### src/rtl/dec_counter.sv
// Loadable down-counter with a prefix-AND borrow-lookahead decrementer and a 1-cycle Done pulse.
// Optional feature: define DEC_COUNTER_AUTORELOAD_EN for periodic reload from the last start value.

package lau_pkg;
    typedef enum logic {Slow, Fast} speed_e;
endpackage

module dec_counter #(
    parameter int unsigned      Width = 8,
    parameter lau_pkg::speed_e  Speed = lau_pkg::Fast
) (
    input  logic             clk_i,
    input  logic             rst_i,
    input  logic             ld_valid_i,
    output logic             ld_ready_o,
    input  logic [Width-1:0] ld_data_i,
    input  logic             en_i,
    input  logic             clr_i,
    output logic [Width-1:0] cnt_o,
    output logic             busy_o,
    output logic             zero_o,
    output logic             done_o
);

    localparam int unsigned Levels = $clog2(Width);

    typedef enum logic [0:0] {StIdle, StRun} state_e;

    state_e           state_q;
    logic [Width-1:0] cnt_q;
    logic             done_q;
    logic [Width-1:0] po;
    logic [Width-1:0] dec_d;
    logic             handshake;

`ifdef DEC_COUNTER_AUTORELOAD_EN
    logic [Width-1:0] reload_q;
`endif

    // po[i] = &(~cnt_q[i:0]); bit i of the result flips when every lower bit is zero
    if (Speed == lau_pkg::Fast) begin : g_prefix_fast
        logic [Width-1:0] nxt;
        always_comb begin
            po  = ~cnt_q;
            nxt = '0;
            for (int l = 0; l < int'(Levels); l++) begin
                nxt = po;
                for (int i = (1 << l); i < int'(Width); i++) begin
                    nxt[i] = po[i] & po[i - (1 << l)];
                end
                po = nxt;
            end
        end
    end else begin : g_prefix_slow
        always_comb begin
            po = ~cnt_q;
            for (int i = 1; i < int'(Width); i++) begin
                po[i] = po[i-1] & po[i];
            end
        end
    end

    assign dec_d     = cnt_q ^ {po[Width-2:0], 1'b1};
    assign handshake = ld_valid_i & ld_ready_o;

    always_ff @(posedge clk_i) begin
        if (rst_i || clr_i) begin
            state_q <= StIdle;
            cnt_q   <= '0;
            done_q  <= 1'b0;
`ifdef DEC_COUNTER_AUTORELOAD_EN
            if (rst_i) begin
                reload_q <= '0;
            end
`endif
        end else begin
            done_q <= 1'b0;
            unique case (state_q)
                StIdle: begin
                    if (handshake) begin
                        cnt_q <= ld_data_i;
`ifdef DEC_COUNTER_AUTORELOAD_EN
                        reload_q <= ld_data_i;
`endif
                        if (ld_data_i != '0) begin
                            state_q <= StRun;
                        end else begin
                            done_q <= 1'b1;
                        end
                    end
                end
                StRun: begin
                    if (en_i) begin
                        if (cnt_q == Width'(1)) begin
                            done_q <= 1'b1;
`ifdef DEC_COUNTER_AUTORELOAD_EN
                            cnt_q <= reload_q;
`else
                            cnt_q   <= dec_d;
                            state_q <= StIdle;
`endif
                        end else begin
                            cnt_q <= dec_d;
                        end
                    end
                end
                default: state_q <= StIdle;
            endcase
        end
    end

    assign ld_ready_o = (state_q == StIdle) & ~clr_i;
    assign busy_o     = (state_q == StRun);
    assign zero_o     = (cnt_q == '0);
    assign cnt_o      = cnt_q;
    assign done_o     = done_q;

endmodule

### config.mk
export PLATFORM = sky130hd
export DESIGN_NAME = dec_counter
export DESIGN_NICKNAME = d
export VERILOG_FILES = /design/src/rtl/dec_counter.sv
export SDC_FILE = /design/constraint.sdc
export NUM_CORES = 1
export LEC_CHECK = 0
export CORE_ASPECT_RATIO = 0.9
export CORE_MARGIN = 2
export CORE_UTILIZATION = 43
export CTS_CLUSTER_SIZE = 40
export DETAILED_ROUTE_END_ITERATION = 7
export GPL_ROUTABILITY_DRIVEN = 0
export PLACE_DENSITY = 0.77
export RECOVER_POWER = 100
export SKIP_LAST_GASP = 1
export SYNTH_ARGS = -nofsm -noshare
export SYNTH_HDL_FRONTEND = slang
export SYNTH_SLANG_ARGS = --single-unit
### constraint.sdc
create_clock -name clk_i -period 1.5 [get_ports clk_i]
set_clock_uncertainty 0.05 [all_clocks]
set_input_delay 0.15 -clock clk_i [delete_from_list [all_inputs] [get_ports clk_i]]
set_output_delay 0.15 -clock clk_i [all_outputs]
set_load 0.005 [all_outputs]
==> flow_metrics.py, run 1 <==
metrics = {
    "outcome": {
        "status": "finished, violations left",
        "violations": "setup timing",
    },
    "drt": {
        "drc_errors": 0,
        "dr.pass1.iters": 5,
        "wl_per_cell_microns": 15.0,
        "vias": 856,
        "viasPerCell": 5.63,
        "ant_nets": 0,
        "drtIter0Drc": 30,
        "wirelength_mm": 2.28,
    },
    "place": {
        "dpl_cell_area_sq_mm": 0.00110,
        "numPortBuffers": 24,
        "hpwl_mm": 1.76,
    },
    "yosys": {
        "syn-num-nets": 100,
        "synth_area_sq_um": 706,
        "ys.flop_type": "dfxtp_1",
        "yosysWarnings": 0,
        "synth_most_common_cell": "dfxtp_1",
        "avgSynthCellArea_sq_um": 8.30,
        "synthTopCellsByArea": "dfxtp_1 (28%), nor2b_1 (6.2%), nand2_1 (3.7%), o32ai_1 (3.7%), ha_1 (3.5%)",
        "ys_types": 38,
        "synth_top_cell_by_area": "dfxtp_1",
        "netlist.area_leader.share": 0.284,
        "synthTopCellsByCount": "dfxtp_1 (10), nand2_1 (7), nor2b_1 (7)",
        "synth_seq_cells": 10,
        "yosysSeqAreaShare": 0.284,
        "async_flop_share": 0,
        "syn_inst": 85,
        "synth-edff-count": 0,
    },
    "finish": {
        "area_delta_synth_final_pct": 63.7,
        "diodes": 0,
        "design_area_sq_mm": 0.00115,
        "final_layout_size_suffix_gt1_frac": 0.292,
        "layout.nets": 146,
        "fillers": 122,
    },
    "power_and_ir_drop": {
        "ir_worst_vdd_mv": 0.598,
        "powerDensity_mw_per_mm2": 692,
        "power_leakage_nw": 0.464,
    },
    "critical_path": {
        "cp_slowest_stage_delay_ns": 0.54,
        "cp.required_ns": 1.30,
        "worstSetupEndpointType": "primary output",
        "setup.worst_path.start_class": "register",
        "crit_type": "register to primary output",
        "cp.arrival_ns": 1.44,
        "cpMaxStageDelayCell": "or4_4",
        "path_max_fanout": 2,
        "path_cells": "or4_4 > nor3b_2 > buf_2",
    },
    "cts": {
        "clk_latency_ns": 0.29,
        "clockRootBuffer": "clkbuf_4",
        "cts_buffer_depth": 2,
        "clk_pin_slew_ns": 0.07,
        "cts_hold_buf": 0,
        "numClockSinks": 10,
        "cts_tree": "built",
        "htreeDepth": 1,
        "cts_made_buffers": 3,
    },
    "grt": {
        "track_usage": 0.262,
        "grt_max_degree": 14,
        "antenna_found_initial": 0,
        "gr-total-overflow": 0,
        "grt_pass1_vias": 828,
        "grt_pass1_wl_mm": 3.72,
    },
    "sta": {
        "hold_viol_final": 0,
        "layout_setup_ws_ns": -0.141,
        "fmax_mhz": 609,
        "whs_ns": 0.541,
        "setup_violations": 3,
        "grt_setup_unrepaired": "yes",
        "worstMarginPinSlew_ns": 0.459,
        "slew_headroom": 0.690,
        "post-route-period-util": 1.09,
        "min_period_ns": 1.64,
        "slew_viol_final": 0,
        "tns_ns": -0.175,
    },
    "floorplan": {
        "start_util": 0.472,
        "coreArea_sq_mm": 0.00150,
        "dieArea_sq_mm": 0.00198,
        "io-pin-count": 25,
        "die_w_microns": 46.7,
        "fp.dieH_microns": 42.4,
        "std_cell_rows": 13,
    },
    "min_path": {
        "worstHoldPathType": "input pin to register",
    },
    "flow_run": {
        "drv_cap": 0,
    },
}
## metal layers
metal,up-vias,wire length (microns),track usage
met5,-,0,0
met4,0,51,0.122
met2,32,1130,0.425
li1,415,-,-
met1,402,999,0.334
met3,7,99,0.0302
## cells in the final DEF (no fill, tap or decap), types with 2 or more instances in the layout
cell / netlist / layout
a21oi_1: 2 / 2
buf_2: 0 / 2
dlygate4sd3_1: 0 / 2
buf_4: 0 / 14
dfxtp_1: 10 / 7
nor2b_1: 7 / 7
inv_1: 5 / 5
a31oi_1: 3 / 3
clkbuf_1: 2 / 2
clkdlybuf4s50_1: 0 / 20
nor3b_2: 0 / 2
nor3_1: 3 / 2
o32ai_1: 3 / 3
and3_1: 2 / 2
nor4_1: 2 / 2
nor2_1: 6 / 6
nand2_1: 7 / 7
clkbuf_2: 0 / 2
clkbuf_4: 0 / 4
o21ai_0: 3 / 2
dfxtp_2: 0 / 2
## power by group
group / switching [mW] / internal (mW) / leakage (nW)
Clock: 0.123 / 0.148 / 0.0210
Sequential: 0.00946 / 0.275 / 0.0829
Combinational: 0.109 / 0.135 / 0.360
## timing repair
action	in CTS	in global routing
endpoints found under the setup margin	7	8
pin swaps	5	3
hold endpoints to repair	0	0
buffers inserted	0	0
gates resized for setup	14	6
## worst max-delay path, delay by kind of cell (launching register included)
kind                   cells  cell delay, ns
buffers and inverters      1            0.13
flip-flops                 1            0.32
AND/OR/NAND/NOR            2            0.71
## cell families after synthesis
logic type                 after synthesis  share of synthesized area
AOI/OAI and AO/OA                       23                      0.246
adders and majority gates                2                     0.0355
buffers and inverters                    9                     0.0692
DFF                                     10                      0.284
muxes                                    1                     0.0142
and+or+nand+nor                         40                      0.351
## metrics by stage
stage | utilization | power (mW) | setup WS [ns] | std cells
after global placement | 0.736 | 0.523 | -0.272 | 148
final | 0.772 | 0.799 | -0.141 | 152
after detailed placement | 0.736 | 0.529 | -0.301 | 148
after CTS | 0.773 | 0.797 | -0.142 | 152
after global routing | 0.772 | 0.827 | -0.160 | 152
after floorplan | - | 0.397 | 0.0810 | 85
## final timing paths
path / startpoint / to / slack [ns] / cells after the start
setup / recovery: cnt_o[3] / zero_o / -0.14 / 3
hold / removal: ld_data_i[7] / busy_o / 0.54 / 4
setup reg to reg: cnt_o[3] / done_o / 0 / 4
hold reg to reg: cnt_o[1] / cnt_o[1] / 0.54 / 3
## sequential cells by signal, summed over array words and instances, names as in the netlist
register,count
cnt_o,8
busy_o,1
done_o,1
## area by class of cell
cell class	count	area, sq um	share of cell area
multi-input combinational	66	485	0.420
clock buffer	4	36.3	0.0314
tap	22	27.5	0.0238
timing repair buffer	45	380	0.329
inverter	5	18.8	0.0163
sequential	10	206	0.179
No activity file was read; power rests on OpenSTA's default activity.
==> run 2: changes to the inputs <==
--- a/config.mk
+++ b/config.mk
@@ -5,13 +5,13 @@
 export SDC_FILE = /design/constraint.sdc
 export NUM_CORES = 1
 export LEC_CHECK = 0
-export CORE_ASPECT_RATIO = 0.9
-export CORE_MARGIN = 2
-export CORE_UTILIZATION = 43
+export CORE_AREA = 2 2 39 41
 export CTS_CLUSTER_SIZE = 40
 export DETAILED_ROUTE_END_ITERATION = 7
+export DIE_AREA = 0 0 41 43
+export DONT_BUFFER_PORTS = 1
 export GPL_ROUTABILITY_DRIVEN = 0
-export PLACE_DENSITY = 0.77
+export PLACE_DENSITY = 0.68
 export RECOVER_POWER = 100
 export SKIP_LAST_GASP = 1
 export SYNTH_ARGS = -nofsm -noshare
==> run 2 against run 1 <==
Against the previous run:
- maximum frequency rose by 6.5%
- die area fell by 11%
- via count fell by 14%
- the run still ends with setup timing left
- power fell by 20%
- critical path type unchanged
- sequential cell count did not move
- sequential share of layout area rose by 6.0 points
==> flow_metrics.py, run 2 (synthesized netlist as in run 1, its figures left out) <==
metrics = {
    "outcome": {
        "status": "finished, violations left",
        "violations": "setup timing",
    },
    "finish": {
        "final_layout_size_suffix_gt1_frac": 0.281,
        "fillers": 124,
        "multiInputGateArea_sq_um": 502,
        "largest_reg_flops": 8,
        "design_area_sq_um": 843,
        "layout.nets": 113,
        "diodes": 0,
        "area_delta_synth_final_pct": 19.5,
        "mostFrequentLayoutCells": "dfxtp_1 (9), buf_4 (9), nand2_1 (7), nor2_1 (6), nor2b_1 (6)",
        "regArea_sq_um": 201,
        "stdcell_count": 112,
    },
    "floorplan": {
        "coreArea_sq_mm": 0.00138,
        "fp.dieH_microns": 43,
        "io-pin-count": 25,
        "start_util": 0.510,
        "std_cell_rows": 14,
        "die_w_microns": 41,
        "dieArea_sq_mm": 0.00176,
    },
    "drt": {
        "drtIter0Drc": 39,
        "m1WireLength_microns": 804,
        "ant_nets": 0,
        "wirelength_mm": 1.95,
        "drc_errors": 0,
        "wl_per_cell_microns": 17.4,
        "wl_met3_microns": 194,
        "dr.pass1.iters": 4,
        "viasPerCell": 6.61,
        "wl_met2_microns": 912,
        "vias": 740,
        "topRoutingLayerUsed": "met4",
    },
    "cts": {
        "cts_hold_buf": 0,
        "htreeDepth": 1,
        "clockRootBuffer": "clkbuf_4",
        "cts_made_buffers": 3,
        "clk_pin_slew_ns": 0.07,
        "numClockSinks": 10,
        "clk_latency_ns": 0.27,
        "cts_buffer_depth": 2,
        "cts_tree": "built",
    },
    "sta": {
        "slew_viol_final": 0,
        "worstMarginPinSlew_ns": 0.420,
        "whs_ns": 0.00409,
        "hold_viol_final": 0,
        "setup_violations": 1,
        "grt_setup_unrepaired": "yes",
        "fmax_mhz": 649,
        "slew_headroom": 0.716,
        "min_period_ns": 1.54,
        "post-route-period-util": 1.03,
        "tns_ns": -0.0404,
        "layout_setup_ws_ns": -0.0404,
    },
    "power_and_ir_drop": {
        "power_frac_clock": 0.291,
        "ir_worst_vdd_mv": 0.534,
        "swShare": 0.299,
        "powerDensity_mw_per_mm2": 760,
        "comb_power_share": 0.257,
        "p_int_mw": 0.449,
        "pwr-share-seq": 0.453,
        "power_leakage_nw": 0.327,
        "power.switching_mw": 0.192,
    },
    "critical_path": {
        "cp.arrival_ns": 1.34,
        "crit_type": "register to primary output",
        "cp.required_ns": 1.30,
        "worstSetupEndpointType": "primary output",
        "setup.worst_path.start_class": "register",
        "path_max_fanout": 2,
    },
    "place": {
        "dpl_cell_area_sq_um": 778,
        "numPortBuffers": 0,
        "place_ws_ns": 0.0496,
        "dp.cells": 108,
        "hpwl_mm": 1.45,
    },
    "grt": {
        "grt_pass1_vias": 658,
        "gr-total-overflow": 0,
        "track_usage": 0.250,
        "antenna_found_initial": 0,
        "grt_pass1_wl_mm": 3.04,
        "grt_max_degree": 10,
    },
    "min_path": {
        "worstHoldPathType": "input pin to register",
    },
    "flow_run": {
        "drv_cap": 0,
    },
}
-- run 2: cell types whose count changed in the layout (fill, tap and decap cells not counted), sizes merged --
cell	previous run	this run
dlygate4sd2	1	0
dlygate4sd3	2	0
clkdlybuf4s50	20	0
buf	17	9
clkbuf	9	6
-- run 2: critical path, stage by stage (launching register included) --
cell and delay [ns]:
dfxtp_1 0.32, or4_4 0.55, nor3b_4 0.20
-- run 2: power by group through the flow --
| stage | clock [mW] | sequential, mW | combinational, mW |
|---|---|---|---|
| 2_1_floorplan | 0 | 0.293 | 0.104 |
| 5_1_grt | 0.205 | 0.292 | 0.177 |
| 6_report | 0.186 | 0.290 | 0.165 |
| 3_3_place_gp | 0 | 0.294 | 0.141 |
| 4_1_cts | 0.193 | 0.288 | 0.149 |
| 3_5_place_dp | 0 | 0.294 | 0.141 |
-- run 2: layout make-up --
cell class,instances,area share
Tap cell,16,0.0237
Multi-Input combinational cell,66,0.595
Clock buffer,3,0.0267
Sequential cell,10,0.239
Inverter,5,0.0223
Timing Repair Buffer,12,0.0935
-- run 2: path summary, 6_finish.rpt --
kind	start	to	slack, ns	cells after the start
max	cnt_o[3]	zero_o	-0.04	2
min	rst_i	busy_o	0.004	2
max reg2reg	cnt_o[3]	done_o	0.04	4
min reg2reg	cnt_o[1]	cnt_o[1]	0.45	2
-- run 2: layer usage --
metal,vias up,GRT usage
met5,-,0
met4,0,0.0667
met3,6,0.0681
met2,46,0.353
met1,343,0.365
li1,345,-
-- run 2: through the flow --
| stage | total power, mW | util |
|---|---|---|
| after floorplan | 0.397 | - |
| after global placement | 0.434 | 0.562 |
| after detailed placement | 0.436 | 0.562 |
| after CTS | 0.631 | 0.590 |
| after global routing | 0.673 | 0.609 |
| final | 0.641 | 0.609 |
-- run 2: repair_timing --
item,4_1_cts,5_1_grt
gates resized for setup,2,11
pin swaps,2,3
setup buffers,1,0
setup endpoints to repair,1,6
